===== config.mk =====
export PLATFORM = sky130hd
export DESIGN_NAME = program_loader_flat
export DESIGN_NICKNAME = d
export VERILOG_FILES = /design/src/rtl/program_loader_pkg.sv /design/src/rtl/program_loader_if.sv /design/src/rtl/program_loader_word_assembler.sv /design/src/rtl/program_loader.sv /design/src/flat_wrapper.sv
export SDC_FILE = /design/constraint.sdc
export NUM_CORES = 1
export LEC_CHECK = 0
export ABC_AREA = 1
export ABC_CLOCK_PERIOD_IN_PS = 4700
export CAP_MARGIN = 25
export CORE_MARGIN = 2
export CORE_UTILIZATION = 25
export CTS_BUF_LIST = sky130_fd_sc_hd__clkbuf_8
export DETAILED_ROUTE_END_ITERATION = 7
export PLACE_DENSITY = 0.49
export SYNTH_ARGS = -nofsm -noshare
export SYNTH_HDL_FRONTEND = slang
export SYNTH_SLANG_ARGS = --single-unit

===== constraint.sdc =====
create_clock -name clk -period 4.7 [get_ports clk]
set_clock_uncertainty 0.15 [all_clocks]
set_input_delay 0.94 -clock clk [delete_from_list [all_inputs] [get_ports clk]]
set_output_delay 0.94 -clock clk [all_outputs]
set_load 0.02 [all_outputs]

===== src/rtl/program_loader_pkg.sv =====
// Shared types and constants for the serial program loader.
package loader_pkg;

  typedef enum logic [3:0] {
    IDLE,
    ADDR_HI,
    ADDR_LO,
    CNT_HI,
    CNT_LO,
    DATA,
    WRITE,
    CSUM,
    RUN,
    ERR
  } state_e;

  localparam logic [7:0]  SYNC_BYTE_DEF  = 8'hA5;
  localparam int unsigned DATA_W_DEF     = 32;
  localparam int unsigned BYTES_PER_WORD = DATA_W_DEF / 8;

  function automatic int unsigned bytes_per_word(input int unsigned data_w);
    return data_w / 8;
  endfunction

endpackage


===== src/rtl/program_loader_if.sv =====
// Byte-stream handshake plus instruction-memory write port of the loader.
interface program_loader_if #(
  parameter int unsigned ADDR_W = 11,
  parameter int unsigned DATA_W = 32
);
  logic [7:0]        rx_data;
  logic              rx_valid;
  logic              rx_ready;
  logic              w_enable;
  logic [ADDR_W-1:0] w_adrs;
  logic [DATA_W-1:0] w_instruction;

  modport master (
    output rx_data, rx_valid,
    input  rx_ready, w_enable, w_adrs, w_instruction
  );

  modport slave (
    input  rx_data, rx_valid,
    output rx_ready, w_enable, w_adrs, w_instruction
  );
endinterface


===== src/rtl/program_loader_word_assembler.sv =====
// Shifts accepted bytes MSB-first into a word and flags the word's last byte.
module word_assembler
  import loader_pkg::*;
#(
  parameter int unsigned DATA_W = 32
) (
  input  logic              clk,
  input  logic              reset,
  input  logic              clear_i,
  input  logic              shift_i,
  input  logic [7:0]        byte_i,
  output logic [DATA_W-1:0] word_o,
  output logic              word_done_o
);
  localparam int unsigned BPW = bytes_per_word(DATA_W);
  localparam int unsigned CW  = (BPW > 1) ? $clog2(BPW) : 1;

  logic [DATA_W-1:0] word_q, word_d;
  logic [CW-1:0]     cnt_q, cnt_d;

  // word_o already includes the byte being accepted this cycle
  always_comb begin
    word_o      = (word_q << 8) | DATA_W'(byte_i);
    word_done_o = shift_i && !clear_i && (cnt_q == CW'(BPW - 1));
    word_d      = word_q;
    cnt_d       = cnt_q;
    if (clear_i) begin
      cnt_d = '0;
    end else if (shift_i) begin
      word_d = word_o;
      cnt_d  = word_done_o ? '0 : cnt_q + CW'(1);
    end
  end

  always_ff @(posedge clk or posedge reset) begin
    if (reset) begin
      word_q <= '0;
      cnt_q  <= '0;
    end else begin
      word_q <= word_d;
      cnt_q  <= cnt_d;
    end
  end

endmodule


===== src/rtl/program_loader.sv =====
// Framed byte-stream loader: writes words to instruction memory and releases
// the CPU only after the frame checksum matches.
module program_loader
  import loader_pkg::*;
#(
  parameter int unsigned ADDR_W    = 11,
  parameter int unsigned DATA_W    = 32,
  parameter logic [7:0]  SYNC_BYTE = SYNC_BYTE_DEF
) (
  input  logic             clk,
  input  logic             reset,
  program_loader_if.slave  bus,
  output logic             cpu_en,
  output logic             busy,
  output logic             error
);
  state_e            state_q, state_d;
  logic [ADDR_W-1:0] addr_q, addr_d;
  logic [15:0]       cnt_q, cnt_d;
  logic [7:0]        hi_q, hi_d;
  logic [7:0]        csum_q, csum_d;
  logic              err_q, err_d;
  logic              rdy_q;
  logic [ADDR_W-1:0] wa_q, wa_d;
  logic [DATA_W-1:0] wd_q, wd_d;

  logic              hs, is_sync, word_done;
  logic [DATA_W-1:0] word;

  assign hs      = bus.rx_valid && bus.rx_ready;
  assign is_sync = (bus.rx_data == SYNC_BYTE);

  word_assembler #(.DATA_W(DATA_W)) u_asm (
    .clk        (clk),
    .reset      (reset),
    .clear_i    (state_q != DATA && state_q != WRITE),
    .shift_i    (hs && state_q == DATA),
    .byte_i     (bus.rx_data),
    .word_o     (word),
    .word_done_o(word_done)
  );

  always_comb begin
    state_d = state_q;
    addr_d  = addr_q;
    cnt_d   = cnt_q;
    hi_d    = hi_q;
    csum_d  = csum_q;
    err_d   = err_q;
    wa_d    = wa_q;
    wd_d    = wd_q;
    unique case (state_q)
      IDLE: if (hs && is_sync) begin
        state_d = ADDR_HI;
        csum_d  = '0;
      end
      ADDR_HI: if (hs) begin
        hi_d    = bus.rx_data;
        csum_d  = csum_q ^ bus.rx_data;
        state_d = ADDR_LO;
      end
      ADDR_LO: if (hs) begin
        addr_d  = ADDR_W'({hi_q, bus.rx_data});
        csum_d  = csum_q ^ bus.rx_data;
        state_d = CNT_HI;
      end
      CNT_HI: if (hs) begin
        hi_d    = bus.rx_data;
        csum_d  = csum_q ^ bus.rx_data;
        state_d = CNT_LO;
      end
      CNT_LO: if (hs) begin
        cnt_d   = {hi_q, bus.rx_data};
        csum_d  = csum_q ^ bus.rx_data;
        state_d = ({hi_q, bus.rx_data} == 16'd0) ? CSUM : DATA;
      end
      // write port registers latch here so they hold between strobes
      DATA: if (hs) begin
        csum_d = csum_q ^ bus.rx_data;
        if (word_done) begin
          wa_d    = addr_q;
          wd_d    = word;
          state_d = WRITE;
        end
      end
      WRITE: begin
        addr_d  = addr_q + ADDR_W'(1);
        cnt_d   = cnt_q - 16'd1;
        state_d = (cnt_q == 16'd1) ? CSUM : DATA;
      end
      CSUM: if (hs) begin
        if (bus.rx_data == csum_q) begin
          state_d = RUN;
        end else begin
          state_d = ERR;
          err_d   = 1'b1;
        end
      end
      RUN, ERR: if (hs && is_sync) begin
        state_d = ADDR_HI;
        csum_d  = '0;
        err_d   = 1'b0;
      end
      default: state_d = IDLE;
    endcase
  end

  always_ff @(posedge clk or posedge reset) begin
    if (reset) begin
      state_q <= IDLE;
      addr_q  <= '0;
      cnt_q   <= '0;
      hi_q    <= '0;
      csum_q  <= '0;
      err_q   <= 1'b0;
      rdy_q   <= 1'b0;
      wa_q    <= '0;
      wd_q    <= '0;
    end else begin
      state_q <= state_d;
      addr_q  <= addr_d;
      cnt_q   <= cnt_d;
      hi_q    <= hi_d;
      csum_q  <= csum_d;
      err_q   <= err_d;
      rdy_q   <= 1'b1;
      wa_q    <= wa_d;
      wd_q    <= wd_d;
    end
  end

  assign bus.rx_ready      = rdy_q && (state_q != WRITE);
  assign bus.w_enable      = (state_q == WRITE);
  assign bus.w_adrs        = wa_q;
  assign bus.w_instruction = wd_q;
  assign cpu_en            = (state_q == RUN);
  assign busy              = !(state_q inside {IDLE, RUN, ERR});
  assign error             = err_q;

endmodule


===== src/flat_wrapper.sv =====
// flat-port wrapper written by rule: the top's interface ports become plain ports
module program_loader_flat import loader_pkg::*;
#(
  parameter int unsigned ADDR_W    = 11,
  parameter int unsigned DATA_W    = 32,
  parameter logic [7:0]  SYNC_BYTE = SYNC_BYTE_DEF
)
  (clk, reset, cpu_en, busy, error, bus_rx_data, bus_rx_valid, bus_rx_ready, bus_w_enable, bus_w_adrs, bus_w_instruction);
  program_loader_if #(.ADDR_W(ADDR_W), .DATA_W(DATA_W)) bus_i ();
  input  logic clk;
  input  logic reset;
  output logic cpu_en;
  output logic busy;
  output logic error;
  input wire logic [$bits(bus_i.rx_data)-1:0] bus_rx_data;
  input wire logic [$bits(bus_i.rx_valid)-1:0] bus_rx_valid;
  output wire logic [$bits(bus_i.rx_ready)-1:0] bus_rx_ready;
  output wire logic [$bits(bus_i.w_enable)-1:0] bus_w_enable;
  output wire logic [$bits(bus_i.w_adrs)-1:0] bus_w_adrs;
  output wire logic [$bits(bus_i.w_instruction)-1:0] bus_w_instruction;
  assign bus_i.rx_data = bus_rx_data;
  assign bus_i.rx_valid = bus_rx_valid;
  assign bus_rx_ready = bus_i.rx_ready;
  assign bus_w_enable = bus_i.w_enable;
  assign bus_w_adrs = bus_i.w_adrs;
  assign bus_w_instruction = bus_i.w_instruction;
  program_loader #(.ADDR_W(ADDR_W), .DATA_W(DATA_W), .SYNC_BYTE(SYNC_BYTE)) u_core (.clk(clk), .reset(reset), .bus(bus_i), .cpu_en(cpu_en), .busy(busy), .error(error));
endmodule

==> metrics, run 1 <==
status=finished clean; Synth Area per Inst=8.148 sq um; critical path capture point type=primary output; routed wl met2=6099 um; ANT cells=0; Die W=154.1 um; htree depth=4; # rows=54; Slew headroom=0.4149; crit share post-route=0.7759; post-synthesis simple-gate area fraction=0.2422; Gate power share=0.289; Vias=4,570; RSZ-0062 raised after global routing=false; clock-pin slew on the worst setup and hold paths=80 ps; layout cells sized above 1=0.07510; dpl ws=1431 ps; grt ovf=0; DRT antenna net count=0; first-pass iteration count of the detailed router=5; clock buffer count from CTS=17; Setup CP Type=register to primary output; CTS sink cnt=118; worst skew pair latency=450 ps; gr usage total=0.1241; hold_buf cts=0; initial antenna violation count=0; share of the synthesized area in the top cell type=0.5244; first-pass GRT wire length=23,090 um; Clk network pwr share=0.281; met1 WL=7094 um; Tmin final=3647 ps; worst slew pin tran=874.6 ps; Post-Synth Adder-Cell Area=0.008889; P_sw=0.001327 W; met3 wire len=510 um; main combinational cell family by area after synthesis=simple AND/OR/NAND/NOR gates; CTS tree=yes; clk buf depth=2; design area=6870 sq um; Avg WL per Cell=13.29 um; Post-synth EDFFs=0; Worst setup SP type=register; flop and latch count out of synthesis=118; sequential share of power=0.430; fin nets=761; leading area contributor after synthesis=dfrtp_1; post-synthesis mux area share=0; XOR/XNOR Fraction of Synth Area=0.01244; post-synthesis compound-gate area fraction=0.1231; chip height=154.1 um; Yosys Warn Count=0; total wire length=13,810 um; PwrDens=501.0 nW/um^2; synth cell count leaders=nand2_1 (212), dfrtp_1 (118), inv_1 (85), o21ai_1 (54), o21ai_0 (45); Max stage delay on crit path=720 ps; Vias/cell=4.398; slowest stage cell, crit path=clkdlybuf4s50_1; Pwr Total=0.003442 W; Root Buffer=clkbuf_8; top layer in use=met4; Post-DP HPWL=9441 um; max_cap viols=0; Sw Share=0.3856; post-synthesis sequential area ratio=0.5244; Max VDD drop=0.1354 mV; crit-path cells=inv_1 -> nor2_2 -> nand2_4 -> inv_2 -> clkdlybuf4s50_1; WP buf/inv=3; CORE AREA=21,960 sq um; # port buffers=58; initial core utilization=0.2564; post-synth net total=706; io pins=59; Max Fclk=0.2742 GHz; synth unique cells=37; drt initial violations=381; die area=23,740 sq um; fillcell total=2,308; cell leakage power=3.101 nW; most frequent cell after synthesis=nand2_1; Post-route DRC=0; Req. time, crit path=3610 ps; Synth area leaders=dfrtp_1 (52%), nand2_1 (14%), inv_1 (5.7%); postcts setup bufs=0; CTS resizes=0; Int Pwr=0.002115 W; setup TNS=0 ps; Arr. time, crit path=2560 ps; maximum number of pins on one net before global-route repair=88; Mapped Area=5630 sq um; max-slew violations=0; final setup margin=1053 ps; fin util=0.3129; routability cong.=0.7841; Crit Path Max Fanout=32; Async S/R FF share, synth=1.000; Hold Path Class=register to register; cells after synthesis=691; final setup violation count=0; area growth from synthesis to layout=22.02%; top_reg_cell synth=dfrtp_1; CP top delay family=buffers and inverters; DP Area=6431 sq um; final hold violation count=0; vias in the first global route=4,336
## through the flow
stage / instances / hold WS, ps
6_report: 1039 / 334.4
3_3_place_gp: 1006 / 317.5
5_1_grt: 1039 / 364.1
3_5_place_dp: 1006 / 322.9
4_1_cts: 1038 / 342.5
2_1_floorplan: 691 / 303.0
## cells in the final DEF, fill, tap and decap left out, drive strengths merged, types with 2 or more instances in the layout
master and n:
nor2 44, o221ai 2, nand3 44, a22oi 2, bufinv 2, xnor2 2
dfrtp 118, ha 4, nor3 7, clkdlybuf4s50 58, o21ai 102, o211ai 9
clkbuf 18, buf 2, o31ai 2, inv 98, xor2 6, a21oi 4
nand4 8, nand2 215, clkinv 4, o21bai 2
## registers in the layout (all words and copies together) (netlist names), 2 cells and up
register / count
u_core.bus.w_instruction: 32
u_core.u_asm.word_q: 24
u_core.hi_q: 8
u_core.u_asm.cnt_q: 2
u_core.csum_q: 8
u_core.bus.w_adrs: 11
u_core.cnt_q: 16
u_core.state_q: 4
u_core.addr_q: 11
## routing by layer
layer | GRT usage | up-vias
met4 | 0.03382 | 0
met3 | 0.04059 | 5
met5 | 0 | -
met1 | 0.1702 | 2156
met2 | 0.1877 | 80
li1 | - | 2329
## tightest hold or removal path, cell delays in order (launching register included)
cell and delay, ps:
dfrtp_1 350, nand2_1 60, o21ai_2 50
## power groups by stage
stage | Sequential, W | Combinational (W) | Clock (W)
6_report | 0.00148 | 0.000995 | 0.000968
2_1_floorplan | 0.00144 | 0.000799 | 0
3_5_place_dp | 0.00149 | 0.00101 | 0
3_3_place_gp | 0.00149 | 0.000998 | 0
4_1_cts | 0.00147 | 0.00101 | 0.00100
5_1_grt | 0.00152 | 0.00116 | 0.00105
## cells by family (layout without fill, tap and decap cells)
logic type	count (synthesis)	after routing
xor+xnor	8	8
compound gates	125	125
fa+ha+maj	4	4
buf+inv	115	183
other cells	1	1
simple gates	320	320
flops	118	118
## worst paths after layout
path                                              start                            to  slack, ps  cells past startpoint
setup reg to reg                      u_core.state_q[2]              u_core.addr_q[2]       2300                      7
min in group asynchronous                         reset          u_core.bus.w_adrs[6]        790                      2
hold reg to reg            u_core.bus.w_instruction[18]  u_core.bus.w_instruction[18]        330                      2
setup / recovery                      u_core.state_q[1]                  bus_w_enable       1050                      5
max in group asynchronous                         reset  u_core.bus.w_instruction[14]       2790                      3
hold / removal             u_core.bus.w_instruction[18]  u_core.bus.w_instruction[18]        330                      2
## cell type report
class                           count  area, sq um  area share
Clock inverter                     14        163.9     0.02386
Sequential cell                   118         2953      0.4298
Timing Repair Buffer               60        628.1     0.09142
Tap cell                          280        350.3     0.05099
Multi-Input combinational cell    458         2181      0.3174
Inverter                           91        346.6     0.05045
Clock buffer                       18        247.7     0.03606
(Power assumes the default switching activity.)
==> run 2: changes to the inputs <==
--- a/config.mk
+++ b/config.mk
@@ -6,13 +6,13 @@
 export NUM_CORES = 1
 export LEC_CHECK = 0
 export ABC_AREA = 1
-export ABC_CLOCK_PERIOD_IN_PS = 4700
+export ABC_CLOCK_PERIOD_IN_PS = 3250
 export CAP_MARGIN = 25
 export CORE_MARGIN = 2
 export CORE_UTILIZATION = 25
 export CTS_BUF_LIST = sky130_fd_sc_hd__clkbuf_8
 export DETAILED_ROUTE_END_ITERATION = 7
-export PLACE_DENSITY = 0.49
+export PLACE_DENSITY = 0.5
 export SYNTH_ARGS = -nofsm -noshare
 export SYNTH_HDL_FRONTEND = slang
 export SYNTH_SLANG_ARGS = --single-unit
==> constraint.sdc (replaced) <==
create_clock -name clk -period 3.25 [get_ports clk]
set_clock_uncertainty 0.15 [all_clocks]
set_input_delay 0.65 -clock clk [delete_from_list [all_inputs] [get_ports clk]]
set_output_delay 0.65 -clock clk [all_outputs]
set_load 0.02 [all_outputs]
==> metrics, run 2 (synthesis gave the netlist of run 1 again) <==
clk buf depth=2 (unchanged); reg-to-reg endpoint=u_core.u_asm.word_q[2] (was u_core.addr_q[2]); Max VDD drop=0.2125 mV (was 0.1354 mV); total wire length=13,850 um (was 13,810 um); final hold violation count=0 (unchanged); gr usage total=0.1228 (was 0.1241); clock-pin slew on the worst setup and hold paths=70 ps (was 80 ps); setup TNS=0 ps (unchanged); initial antenna violation count=0 (unchanged); layout cells sized above 1=0.08701 (was 0.07510); Worst setup SP type=register (unchanged); final setup violation count=0 (unchanged); FF-to-FF path depth=7 (unchanged); max-slew violations=0 (unchanged); PwrDens=703.9 nW/um^2 (was 501.0 nW/um^2); grt ovf=0 (unchanged); DRT antenna net count=0 (unchanged); reg-to-reg setup timing slack=960 ps (was 2300 ps); fin nets=772 (was 761); critical path capture point type=primary output (unchanged); htree depth=4 (unchanged); fin util=0.3153 (was 0.3129); commonest non-fill, non-tap cell in the layout=nand2_1 (unchanged); die area=23,740 sq um (unchanged); ANT cells=0 (unchanged); maximum number of pins on one net before global-route repair=70 (was 88); Worst Hold End=u_core.bus.w_instruction[5] (was u_core.bus.w_instruction[18]); Largest register FFs=32 (unchanged); worst skew pair latency=450 ps (about the same); Root Buffer=clkbuf_8 (unchanged); status=finished clean (unchanged); Hold Path Class=register to register (unchanged); Crit Path Max Fanout=19 (was 32); Vias=4,547 (was 4,570); chip height=154.1 um (unchanged); design area=6923 sq um (was 6870 sq um); max_cap viols=0 (unchanged); Vias/cell=4.330 (was 4.398); Final Non-Filler Cells=1,050 (was 1,039); worst r2r src=u_core.state_q[2] (unchanged); Req. time, crit path=2450 ps (was 3610 ps); CTS sink cnt=118 (unchanged); fillcell total=2,318 (was 2,308); Avg WL per Cell=13.19 um (was 13.29 um); Post-DP HPWL=9890 um (was 9441 um); CP top delay family=buffers and inverters (unchanged); worst slew pin tran=777.3 ps (was 874.6 ps); CORE AREA=21,960 sq um (unchanged); hold_ws=333.9 ps (was 334.4 ps); WP buf/inv=3 (unchanged); Setup CP Type=register to primary output (unchanged); Worst Hold Path Cells=2 (unchanged); slowest stage cell, crit path=clkdlybuf4s50_1 (unchanged); Die W=154.1 um (unchanged); # rows=54 (unchanged); drt initial violations=370 (was 381); DP Area=6548 sq um (was 6431 sq um); clock buffer count from CTS=17 (unchanged); Arr. time, crit path=2080 ps (was 2560 ps); CTS tree=yes (unchanged); Tmin final=2885 ps; Slew headroom=0.4800 (was 0.4149); cell leakage power=3.132 nW (was 3.101 nW); routability cong.=0.8304 (was 0.7841); Post-route DRC=0 (unchanged); initial core utilization=0.2564 (unchanged); crit share post-route=0.8876; Max stage delay on crit path=610 ps (was 720 ps); io pins=59 (unchanged); crit-path cells=inv_2 -> nor2_4 -> nand2_4 -> inv_2 -> nor2_1 -> clkdlybuf4s50_1 (was inv_1 -> nor2_2 -> nand2_4 -> inv_2 -> clkdlybuf4s50_1); hold path start=u_core.bus.w_instruction[5] (was u_core.bus.w_instruction[18]); postcts setup bufs=0 (unchanged); first-pass iteration count of the detailed router=7 (was 5); first-pass GRT wire length=22,850 um (was 23,090 um); Placed Instances=1,018 (was 1,006); vias in the first global route=4,375 (was 4,336); # port buffers=58 (unchanged); hold_buf cts=0 (unchanged); most frequent cells in the layout=nand2_1 (212), dfrtp_1 (118), inv_1 (85) (was nand2_1 (212), dfrtp_1 (118), inv_1 (84)); Max Fclk=0.3466 GHz; area growth from synthesis to layout=22.96% (was 22.02%); most frequent CP cell=inv_2; CTS resizes=0 (unchanged); Crit path depth=6 (was 5); RSZ-0062 raised after global routing=false (unchanged)
## run 2: worst max path at each step
stage                      startpoint                      end  slack [ps]
global route        u_core.state_q[1]             bus_rx_ready         240
floorplan                       reset         u_core.addr_q[0]        1010
CTS                 u_core.state_q[2]             bus_rx_ready         310
finish              u_core.state_q[2]             bus_rx_ready         370
global placement         bus_rx_valid  u_core.u_asm.word_q[18]         650
detailed placement       bus_rx_valid  u_core.u_asm.word_q[20]         610
## run 2: where the power goes
| part | switching (W) | total, W | internal, W |
|---|---|---|---|
| Sequential | 0.000299 | 0.00213 | 0.00183 |
| Clock | 0.000646 | 0.00127 | 0.000627 |
| Combinational | 0.000939 | 0.00147 | 0.000528 |
## run 2: layout make-up
type | count | area, sq um | share of cell area
timing repair buffer | 71 | 715.7 | 0.1034
multi-input combinational | 458 | 2181 | 0.3150
tap | 280 | 350.3 | 0.05061
sequential | 118 | 2953 | 0.4265
clock buffer | 18 | 247.7 | 0.03579
inverter | 91 | 347.8 | 0.05024
clock inverter | 14 | 127.6 | 0.01843
## run 2: worst reg2reg max path, stage by stage (launching register included)
cell	delay, ps
dfrtp_1	440
inv_2	130
nor2_4	50
nand2_4	220
nand3_4	230
inv_4	160
nand2_2	450
o21ai_0	360
## run 2: stage by stage
step | setup WS [ps] | power (W)
3_5_place_dp | 606.5 | 0.003638
3_3_place_gp | 646.8 | 0.003618
4_1_cts | 314.1 | 0.004940
5_1_grt | 241.0 | 0.005288
6_report | 365.1 | 0.004873
2_1_floorplan | 1009 | 0.003236
## run 2: metal layers
metal,vias to the layer above,global-route usage,share of wire
li1,2351,-,-
met1,2097,0.1743,0.53
met2,88,0.1800,0.42
met3,11,0.03326,0.034
met4,0,0.04183,0.013
met5,-,0,0
==> run 3: changes to the inputs <==
--- a/config.mk
+++ b/config.mk
@@ -9,10 +9,10 @@
 export ABC_CLOCK_PERIOD_IN_PS = 3250
 export CAP_MARGIN = 25
 export CORE_MARGIN = 2
-export CORE_UTILIZATION = 25
+export CORE_UTILIZATION = 40
 export CTS_BUF_LIST = sky130_fd_sc_hd__clkbuf_8
 export DETAILED_ROUTE_END_ITERATION = 7
-export PLACE_DENSITY = 0.5
+export PLACE_DENSITY = 0.69
 export SYNTH_ARGS = -nofsm -noshare
 export SYNTH_HDL_FRONTEND = slang
 export SYNTH_SLANG_ARGS = --single-unit
==> metrics, run 3 (synthesis gave the netlist of run 1 again) <==
Post-route DRC=0 (unchanged); CTS resizes=0 (unchanged); Largest register FFs=32 (unchanged); total wire length=12,650 um (was 13,850 um); worst slew pin tran=760.5 ps (was 777.3 ps); first-pass GRT wire length=21,480 um (was 22,850 um); die area=15,040 sq um (was 23,740 sq um); final setup margin=336.0 ps (was 365.1 ps); CTS sink cnt=118 (unchanged); clock buffer count from CTS=17 (unchanged); Vias=4,597 (was 4,547); htree depth=4 (unchanged); Vias/cell=4.875 (was 4.330); worst skew pair latency=440 ps (was 450 ps); # port buffers=58 (unchanged); initial antenna violation count=0 (unchanged); worst r2r src=u_core.state_q[2] (unchanged); Gate power share=0.291 (was 0.301); CP top delay family=buffers and inverters (unchanged); max_cap viols=0 (unchanged); reg-to-reg endpoint=u_core.u_asm.word_q[18] (was u_core.u_asm.word_q[2]); Post-DP HPWL=8839 um (was 9890 um); clk buf depth=2 (unchanged); Worst Hold Path Cells=2 (unchanged); Worst Hold End=u_core.u_asm.word_q[14] (was u_core.bus.w_instruction[5]); DRT antenna net count=0 (unchanged); Tmin final=2914 ps (was 2885 ps); crit-path cells=inv_2 -> nor2_4 -> nand2_4 -> inv_2 -> nor2_1 -> clkdlybuf4s50_1 (unchanged); Root Buffer=clkbuf_8 (unchanged); cell leakage power=3.123 nW (was 3.132 nW); dpl ws=658.7 ps (was 606.5 ps); final hold violation count=0 (unchanged); P_sw=0.001849 W (was 0.001884 W); Worst setup SP type=register (unchanged); Clk network pwr share=0.281 (was 0.261); fin nets=765 (was 772); critical path capture point type=primary output (unchanged); most frequent CP cell=inv_2 (unchanged); Setup CP Type=register to primary output (unchanged); setup TNS=0 ps (unchanged); gr usage total=0.1832 (was 0.1228); Max Fclk=0.3432 GHz (was 0.3466 GHz); Req. time, crit path=2450 ps (about the same); crit share post-route=0.8966 (was 0.8876); initial core utilization=0.4072 (was 0.2564); slowest stage cell, crit path=clkdlybuf4s50_1 (unchanged); Crit path depth=6 (unchanged); sequential share of power=0.427 (was 0.438); Crit Path Max Fanout=19 (unchanged); final setup violation count=0 (unchanged); max-slew violations=0 (unchanged); CTS tree=yes (unchanged); WP buf/inv=3 (unchanged); Max VDD drop=0.5411 mV (was 0.2125 mV); postcts setup bufs=0 (unchanged); vias in the first global route=4,401 (was 4,375); hold_buf cts=0 (unchanged); most frequent cells in the layout=nand2_1 (212), dfrtp_1 (118), inv_1 (86) (was nand2_1 (212), dfrtp_1 (118), inv_1 (85)); Int Pwr=0.003147 W (was 0.002989 W); first-pass iteration count of the detailed router=5 (was 7); FF-to-FF path depth=7 (unchanged); routability cong.=0.8698 (was 0.8304); fillcell total=1,331 (was 2,318); RSZ-0062 raised after global routing=false (unchanged); status=finished clean (unchanged); layout cells sized above 1=0.07733 (was 0.08701); clock-pin slew on the worst setup and hold paths=70 ps (about the same); area growth from synthesis to layout=20.56% (was 22.96%); Hold Path Class=register to register (unchanged); Arr. time, crit path=2110 ps (was 2080 ps); maximum number of pins on one net before global-route repair=68 (was 70); PwrDens=736.1 nW/um^2 (was 703.9 nW/um^2); Max stage delay on crit path=610 ps (about the same); Avg WL per Cell=13.41 um (was 13.19 um); ANT cells=0 (unchanged); chip height=122.6 um (was 154.1 um); Slew headroom=0.4912 (was 0.4800); Die W=122.6 um (was 154.1 um); CORE AREA=13,830 sq um (was 21,960 sq um); grt ovf=0 (unchanged); # rows=43 (was 54); hold path start=u_core.u_asm.word_q[14] (was u_core.bus.w_instruction[5]); drt initial violations=299 (was 370); io pins=59 (unchanged); Sw Share=0.3701 (was 0.3866); commonest non-fill, non-tap cell in the layout=nand2_1 (unchanged); reg-to-reg setup timing slack=950 ps (was 960 ps)
[run 3: changes by cell type in the layout (fill, tap and decap cells not counted), sizes merged]
cell    change
buf         -7
bufinv      +2
clkbuf      +1
clkinv      -3
[run 3: worst max-delay path by stage]
stage                                  from                      end  slack [ps]
after floorplan                       reset         u_core.addr_q[0]        1010
after global placement         bus_rx_valid         u_core.cnt_q[15]         700
after detailed placement       bus_rx_valid  u_core.u_asm.word_q[17]         660
after CTS                 u_core.state_q[2]             bus_rx_ready         320
after global routing      u_core.state_q[2]             bus_rx_ready         270
final                     u_core.state_q[2]             bus_rx_ready         340
[run 3: tightest hold or removal path, cell delays in order, from the launching register on]
cell	delay, ps
dfrtp_1	340
nand2_1	50
o21ai_1	60
[run 3: power groups by stage]
stage	Combinational, W	Sequential, W	Clock [W]
4_1_cts	0.00146	0.00213	0.00144
2_1_floorplan	0.00116	0.00208	0
3_5_place_dp	0.00145	0.00215	0
3_3_place_gp	0.00143	0.00215	0
6_report	0.00146	0.00213	0.00141
5_1_grt	0.00169	0.00219	0.00150
[run 3: per-layer routing]
| layer | track usage | vias up | routed length, um |
|---|---|---|---|
| li1 | - | 2336 | - |
| met1 | 0.2596 | 2125 | 6215 |
| met2 | 0.2691 | 113 | 5495 |
| met3 | 0.04600 | 23 | 666 |
| met4 | 0.07256 | 0 | 272 |
| met5 | 0 | - | 0 |
[run 3: per-stage QoR]
stage               hold WS (ps)  utilization  cell area (sq um)  total power (W)  cells
floorplan                  303.0            -               5634         0.003236    691
global placement           315.2       0.4607               6370         0.003585    911
detailed placement         324.6       0.4607               6370         0.003607    911
CTS                        341.9       0.4909               6788         0.005024    943
global route               357.0       0.4909               6788         0.005380    943
finish                     336.9       0.4909               6788         0.004996    943
[run 3: area by class of cell]
cell class / instances / area, sq um / area share
clock buffer: 19 / 261.5 / 0.03853
tap: 180 / 225.2 / 0.03318
inverter: 91 / 347.8 / 0.05124
multi-input combinational: 458 / 2181 / 0.3213
sequential: 118 / 2953 / 0.4350
timing repair buffer: 64 / 663.1 / 0.09770
clock inverter: 13 / 156.4 / 0.02304
